$ cat config.mk
export PLATFORM = sky130hd
export DESIGN_NAME = pc_sequencer
export DESIGN_NICKNAME = d
export VERILOG_FILES = /design/src/rtl/pc_sequencer.sv
export SDC_FILE = /design/constraint.sdc
export NUM_CORES = 1
export LEC_CHECK = 0
export CAP_MARGIN = 20
export CORE_MARGIN = 3
export CORE_UTILIZATION = 48
export CTS_CLUSTER_SIZE = 14
export DETAILED_ROUTE_END_ITERATION = 6
export GPL_TIMING_DRIVEN = 1
export PLACE_DENSITY = 0.92
export SLEW_MARGIN = 5
export SYNTH_ARGS = -nofsm -noshare
export SYNTH_HDL_FRONTEND = slang
export SYNTH_SLANG_ARGS = --single-unit
export TNS_END_PERCENT = 100
$ cat constraint.sdc
create_clock -name clk -period 5.1 [get_ports clk]
set_input_delay 0.765 -clock clk [delete_from_list [all_inputs] [get_ports clk]]
set_output_delay 0.765 -clock clk [all_outputs]
set_load 0.005 [all_outputs]
$ cat src/rtl/pc_sequencer.sv
// Fetch-stage program-counter sequencer: issues instruction-memory requests, honours
// stalls, and picks the next PC from exception/JR/jump/branch/sequential sources.
module pc_sequencer #(
    parameter int unsigned       N_BITS     = 32,
    parameter logic [N_BITS-1:0] RESET_PC   = N_BITS'(32'h0040_0000),
    parameter logic [N_BITS-1:0] EXC_VECTOR = N_BITS'(32'h8000_0180)
) (
    input  logic              clk,
    input  logic              reset,
    output logic              imem_req_o,
    output logic [N_BITS-1:0] imem_addr_o,
    input  logic              imem_ready_i,
    output logic              instr_valid_o,
    input  logic              stall_i,
    input  logic              branch_taken_i,
    input  logic [N_BITS-1:0] branch_target_i,
    input  logic              jump_i,
    input  logic [N_BITS-1:0] jump_target_i,
    input  logic              jr_i,
    input  logic [N_BITS-1:0] jr_target_i,
    input  logic              exception_i,
    output logic [N_BITS-1:0] pc_o,
    output logic [N_BITS-1:0] pc_plus4_o,
    output logic              addr_err_o
);
    localparam int unsigned       PRIO_W    = 2;
    localparam logic [PRIO_W-1:0] PRIO_NONE = 2'd0;
    localparam logic [PRIO_W-1:0] PRIO_BR   = 2'd1;
    localparam logic [PRIO_W-1:0] PRIO_J    = 2'd2;
    localparam logic [PRIO_W-1:0] PRIO_JR   = 2'd3;

    typedef enum logic [1:0] {
        S_IDLE  = 2'd0,
        S_FETCH = 2'd1,
        S_HOLD  = 2'd2
    } state_t;

    state_t            state_q, state_d;
    logic [N_BITS-1:0] pc_q, pc_d;
    logic [N_BITS-1:0] pend_tgt_q, pend_tgt_d;
    logic [PRIO_W-1:0] pend_prio_q, pend_prio_d;
    logic              addr_err_q, addr_err_d;

    logic [PRIO_W-1:0] cur_prio, sel_prio;
    logic [N_BITS-1:0] cur_tgt, sel_tgt, sel_aligned, pc_inc;
    logic              sel_misaligned;

    // Redirect requested this cycle, by source priority
    always_comb begin
        cur_prio = PRIO_NONE;
        cur_tgt  = '0;
        if (jr_i) begin
            cur_prio = PRIO_JR;
            cur_tgt  = jr_target_i;
        end else if (jump_i) begin
            cur_prio = PRIO_J;
            cur_tgt  = jump_target_i;
        end else if (branch_taken_i) begin
            cur_prio = PRIO_BR;
            cur_tgt  = branch_target_i;
        end
    end

    // A new redirect only displaces the pending one if strictly higher priority
    always_comb begin
        if (cur_prio > pend_prio_q) begin
            sel_prio = cur_prio;
            sel_tgt  = cur_tgt;
        end else begin
            sel_prio = pend_prio_q;
            sel_tgt  = pend_tgt_q;
        end
    end

    assign sel_aligned    = {sel_tgt[N_BITS-1:2], 2'b00};
    assign sel_misaligned = |sel_tgt[1:0];
    assign pc_inc         = pc_q + N_BITS'(4);

    // State register
    always_ff @(posedge clk) begin
        if (!reset) begin
            state_q     <= S_IDLE;
            pc_q        <= RESET_PC;
            pend_prio_q <= PRIO_NONE;
            pend_tgt_q  <= '0;
            addr_err_q  <= 1'b0;
        end else begin
            state_q     <= state_d;
            pc_q        <= pc_d;
            pend_prio_q <= pend_prio_d;
            pend_tgt_q  <= pend_tgt_d;
            addr_err_q  <= addr_err_d;
        end
    end

    // Next-state and next-PC selection
    always_comb begin
        state_d     = state_q;
        pc_d        = pc_q;
        pend_prio_d = pend_prio_q;
        pend_tgt_d  = pend_tgt_q;
        addr_err_d  = 1'b0;
        if (exception_i) begin
            state_d     = S_FETCH;
            pc_d        = EXC_VECTOR;
            pend_prio_d = PRIO_NONE;
        end else begin
            unique case (state_q)
                S_IDLE: state_d = S_FETCH;
                S_FETCH: begin
                    if (!imem_ready_i) begin
                        pend_prio_d = sel_prio;
                        pend_tgt_d  = sel_tgt;
                    end else if (pend_prio_q != PRIO_NONE || !stall_i) begin
                        if (sel_prio != PRIO_NONE) begin
                            pc_d       = sel_aligned;
                            addr_err_d = sel_misaligned;
                        end else begin
                            pc_d = pc_inc;
                        end
                        pend_prio_d = PRIO_NONE;
                    end else begin
                        pend_prio_d = sel_prio;
                        pend_tgt_d  = sel_tgt;
                        state_d     = S_HOLD;
                    end
                end
                S_HOLD: begin
                    if (stall_i) begin
                        pend_prio_d = sel_prio;
                        pend_tgt_d  = sel_tgt;
                    end else begin
                        if (sel_prio != PRIO_NONE) begin
                            pc_d       = sel_aligned;
                            addr_err_d = sel_misaligned;
                        end else begin
                            pc_d = pc_inc;
                        end
                        pend_prio_d = PRIO_NONE;
                        state_d     = S_FETCH;
                    end
                end
                default: state_d = S_IDLE;
            endcase
        end
    end

    // Handshake outputs; a fetch returned while a redirect is pending is dropped
    always_comb begin
        imem_req_o    = 1'b0;
        instr_valid_o = 1'b0;
        unique case (state_q)
            S_FETCH: begin
                imem_req_o    = 1'b1;
                instr_valid_o = imem_ready_i && (pend_prio_q == PRIO_NONE) && !exception_i;
            end
            S_HOLD:  instr_valid_o = !exception_i;
            default: ;
        endcase
    end

    assign imem_addr_o = pc_q;
    assign pc_o        = pc_q;
    assign pc_plus4_o  = pc_inc;
    assign addr_err_o  = addr_err_q;

endmodule

### Word level (Yosys, flattened, before mapping)

Index checks and enable logic that the tools add are counted.

* register bits: 69
* bits of input ports: 104

* $add $sub $neg: 1
* magnitude comparators: 1
* eq/ne operators: 12
* multiplexer cells: 34
* bitwise gates (word level): 2
* reduce and logical (&&, ||, !) cells: 18

Operator list (number)
* $mux W32: 12
* $pmux W32 S2: 2
* $add A32 B3 Y32 const B: 1
* $mux W2: 9
* $ne A3 B3 Y1 const B: 5
* $reduce_and A4 Y1: 3
* $ne A2 B2 Y1 const B: 5
* $mux W1: 7
* $pmux W2 S3: 1
* $reduce_and A3 Y1: 2
* $reduce_bool A2 Y1: 3
* $logic_not A2 Y1: 2
* $pmux W1 S2: 2
* $pmux W2 S2: 1
* $reduce_or A2 Y1: 2
* $reduce_bool A3 Y1: 1
* $eq A2 B1 Y1 const B: 1
* $eq A2 B2 Y1 const B: 1
* $gt A2 B2 Y1: 1
* $logic_and A1 B1 Y1: 2
* $logic_not A1 Y1: 2
* $not A1 Y1: 2
* $logic_or A1 B1 Y1: 1

### Longest topological paths before layout

* depth in word-level cells: 11
* depth in mapped cells: 13
* gate-level depth less buffers: 8

### Worst setup path after synthesis

OpenSTA, ideal clock, no wires.

* kind: input port to flip-flop
* from: input jump_i
* to: register pc_q[13], in the netlist imem_addr_o[13]
* library setup time: 0.130 ns
* data arrival time: 3.187 ns
* data required time: 4.970 ns
* setup slack: 1.783 ns
* stages on the path: 12
* buffers on the path: 4
* cell sequence: clkbuf_1 nor2b_1 clkbuf_1 clkbuf_1 nor2_1 ha_1 nand2_1 o21a_1 mux2i_1 clkbuf_1 mux2i_1 o22ai_1

* cells in the longest elaborated chain, start to end: 9
* elaborated cells between the ends (all ways): 13
* those cells by class: order compare: 1; mux: 11; reduce/logical: 1

RTL lines
* start: declaration: line 17 `input logic jump_i,`
* $mux W2: line 55 `end else if (jump_i) begin`
* $mux W2: line 52 `if (jr_i) begin`
* $gt A2 B2 Y1: line 66 `if (cur_prio > pend_prio_q) begin`
* $mux W2: line 66
* $reduce_bool A2 Y1: line 115, 133
* $mux W32 *: line 115, 133
* $mux W32: line 114 `end else if (pend_prio_q != PRIO_NONE || !stall_i) begin`
* $mux W32: line 111 `if (!imem_ready_i) begin`
* $pmux W32 S2 *: line 108 `unique case (state_q)`
* end signal: assignment: line 89 `pc_q <= pc_d;`
* end: declaration: line 39 `logic [N_BITS-1:0] pc_q, pc_d;`

Every way passes the cells marked *; elsewhere a longest branch is shown, timed or not. The select of a mux whose other input is x is not followed.
A chain may end at the register's enable or synchronous reset.

### Worst setup path after layout

* from: register pc_q[15], in the netlist imem_addr_o[15]
* to: output pc_plus4_o[31]

* cells in the longest elaborated chain, start to end: 1

RTL lines
* $add A32 B3 Y32: line 77 `assign pc_inc = pc_q + N_BITS'(4);`
* end: declaration: line 23 `output logic [N_BITS-1:0] pc_plus4_o,`

No other way between the ends.

==> impl_metrics.tcl <==
set metrics [dict create \
    status "finished with violations" \
    violations "DRC" \
    synth.cell_area_sq_um 5150 \
    grt_pass1_vias 5546 \
    min_period_over_period 0.756 \
    post-route-min-period_ns 3.85 \
    reg2regPathDepth 8 \
    synth_seq_cells 69 \
    path_class "reg -> out" \
    ff2ff_setup_slack_ns 2.32 \
    final_common_cell "clkdlybuf4s50_1" \
    critPathRequiredTime_ns 4.34 \
    ctsLongestPathBuffers 2 \
    grt-ovfl-total 0 \
    setup_viol 0 \
    seq_area_sq_um 1380 \
    drcViolationCount 19 \
    vias_per_cell 6.20 \
    grt_pass1_wl_mm 27.5 \
    fin_hold_ws_ns 0.502 \
    setup.worst_path.start "imem_addr_o[15]$_SDFFE_PP0P_" \
    fin_tns_setup_ns 0 \
    final_core_util 0.684 \
    path_buf_inv 2 \
    hold_violations 0 \
    clkTransAtPathRegs_ns 0.08 \
    cts.sinks 69 \
    rsz0062_at_grt "false" \
    yosys.area.top_type "dfxtp_1" \
    nets 894 \
    skew_ns 0.00775 \
    synth.avg_cell_area_sq_um 7.84 \
    final_cell_mix "clkdlybuf4s50_1, dfxtp_1, nor2_1, a21oi_1, mux2i_1" \
    crit_slowest_cell "or4_1" \
    grt_max_degree 67 \
    hold_path_class "reg -> reg" \
    pin_count 203 \
    async_flop_share 0 \
    p_leak_nw 2.62 \
    hpwl_mm 13.2 \
    path_cells "nand4_2, or4_1, or4_4, xor2_1, inv_1, clkdlybuf4s50_1" \
    grtUsageTotal 0.288 \
    fmax_mhz 259 \
    synth_top_area_frac 0.268 \
    multiInputGateArea_sq_um 3130 \
    drv_cap 0 \
    cp.arrival_ns 3.09 \
    critPathMaxStageDelay_ns 0.69 \
    wl_per_cell_um 19.2 \
    cts_buffers 9 \
    root_buffer "clkbuf_8" \
    relSlewSlack 0.302 \
    hold_buffers 0 \
    drt_wl_total_mm 17.7 \
    syn-num-nets 768 \
    row_count 37 \
    endpoint "pc_plus4_o[31]" \
    cts_resized 0 \
    cts_tree "done" \
    worst_setup_path_start_kind "flop" \
    yosysSeqAreaShare 0.268 \
    drt_iter0_drc 615 \
    layout-drive-gt1-share 0.0496 \
    antenna_cells 0 \
    firstDrtPassIters 7 \
    final_area_sq_um 7090 \
    path_delay_family "simple AND/OR/NAND/NOR gates" \
    worstSetupPathDepth 6 \
    reg2reg_to "imem_addr_o[30]$_SDFFE_PP0P_" \
    vias 5724 \
    worst_pin_slew_ns 1.05 \
    synth_cells 656 \
    vdd_drop_max_v 0.000144 \
    place_congestion 0.998 \
    r2r-start "state_q[0]$_SDFFE_PN0P_" \
    worstPathMaxFanout 8 \
    htreeDepth 3 \
    ys_top_cells_by_area "dfxtp_1, mux2i_1, a221o_1, buf_4, a21oi_1" \
    fillers 840 \
    critPathCaptureType "output pin" \
    yosys_warnings 0 \
    synth-edff-count 0 \
    power_density_nw_per_um2 208 \
    dieArea_sq_um 12000 \
    antenna_found_initial 0 \
    die_y_um 110 \
    dpl_cell_area_sq_um 6890 \
    io_buffer_count 202 \
    syn2layout_area_growth_pct 37.9 \
    synthFlopType "dfxtp_1" \
    ys_types 56 \
    die_x_um 110 \
    coreArea_sq_um 10400 \
    finalMaxSlewViolations 0 \
    ant_nets 0 \
    start_util 0.496 \
    cts_setup_buffers 0 \
    clk_latency_ns 0.36 \
]
[worst min-delay path: cells and delay by family, from the launching register on]
family             cells  cell delay [ns]
AOI/OAI and AO/OA      1             0.05
DFF                    1             0.32
and+or+nand+nor        1             0.09
[registers in the layout, summed over array words and instances, names as in the netlist]
register     flops
imem_addr_o     32
pend_tgt_q      32
pend_prio_q      2
state_q          2
addr_err_o       1
[cells by family (layout without fill, tap and decap cells)]
group,Yosys count,count (layout),share of synthesized area
AOI/OAI and AO/OA,183,183,0.260
muxes,39,39,0.0761
and+or+nand+nor,198,198,0.199
xor gates and xnor gates,28,28,0.0477
buffers and inverters,131,262,0.129
DFF,69,69,0.268
adders and majority gates,8,8,0.0195
[report_power, final]
part | total (mW) | leakage [nW] | switching [mW] | internal (mW)
Clock | 0.465 | 0.0943 | 0.228 | 0.237
Combinational | 0.420 | 1.97 | 0.209 | 0.212
Sequential | 0.591 | 0.561 | 0.0271 | 0.564
Total | 1.48 | 2.62 | 0.464 | 1.01
[synthesized netlist by cell type, types with 8 or more instances]
library cell,number
a211oi_1,10
a21oi_1,51
a221o_1,28
a31oi_1,12
a32o_1,20
buf_4,37
clkbuf_1,48
dfxtp_1,69
ha_1,8
inv_1,35
mux2i_1,38
nand2_1,33
nand3_1,22
nand4_1,17
nor2_1,58
nor3_1,9
nor3b_1,8
o22ai_1,18
xnor2_1,18
xor2_1,10
[layer usage]
metal	part of all wire	global-route usage	vias up
met5	0	0	-
met4	0.029	0.105	0
met3	0.098	0.0716	57
met2	0.49	0.489	352
met1	0.38	0.351	2674
li1	-	-	2641
[layout make-up]
| class | count | area share |
|---|---|---|
| multi-input combinational | 456 | 0.441 |
| timing repair buffer | 211 | 0.294 |
| sequential | 69 | 0.195 |
| tap | 136 | 0.0240 |
| clock buffer | 10 | 0.0194 |
| inverter | 35 | 0.0185 |
| clock inverter | 6 | 0.00882 |
[stage by stage]
stage | worst slack (ns) | power (mW) | instances
3_3_place_gp | 1.23 | 1.00 | 907
2_1_floorplan | 1.78 | 0.830 | 656
6_report | 1.25 | 1.48 | 923
3_5_place_dp | 1.07 | 1.01 | 907
5_1_grt | 1.10 | 1.53 | 923
4_1_cts | 1.28 | 1.47 | 923
[worst min-delay path by stage]
stage / startpoint / to / depth (start not counted)
floorplan: pend_tgt_q[10]$_SDFFE_PN0P_ / pend_tgt_q[10]$_SDFFE_PN0P_ / 2
global placement: pend_tgt_q[4]$_SDFFE_PN0P_ / pend_tgt_q[4]$_SDFFE_PN0P_ / 2
detailed placement: pend_tgt_q[4]$_SDFFE_PN0P_ / pend_tgt_q[4]$_SDFFE_PN0P_ / 2
CTS: pend_tgt_q[31]$_SDFFE_PN0P_ / pend_tgt_q[31]$_SDFFE_PN0P_ / 2
global route: pend_tgt_q[6]$_SDFFE_PN0P_ / pend_tgt_q[6]$_SDFFE_PN0P_ / 2
finish: pend_tgt_q[2]$_SDFFE_PN0P_ / pend_tgt_q[2]$_SDFFE_PN0P_ / 2
Power figures use the tool's default switching activity.
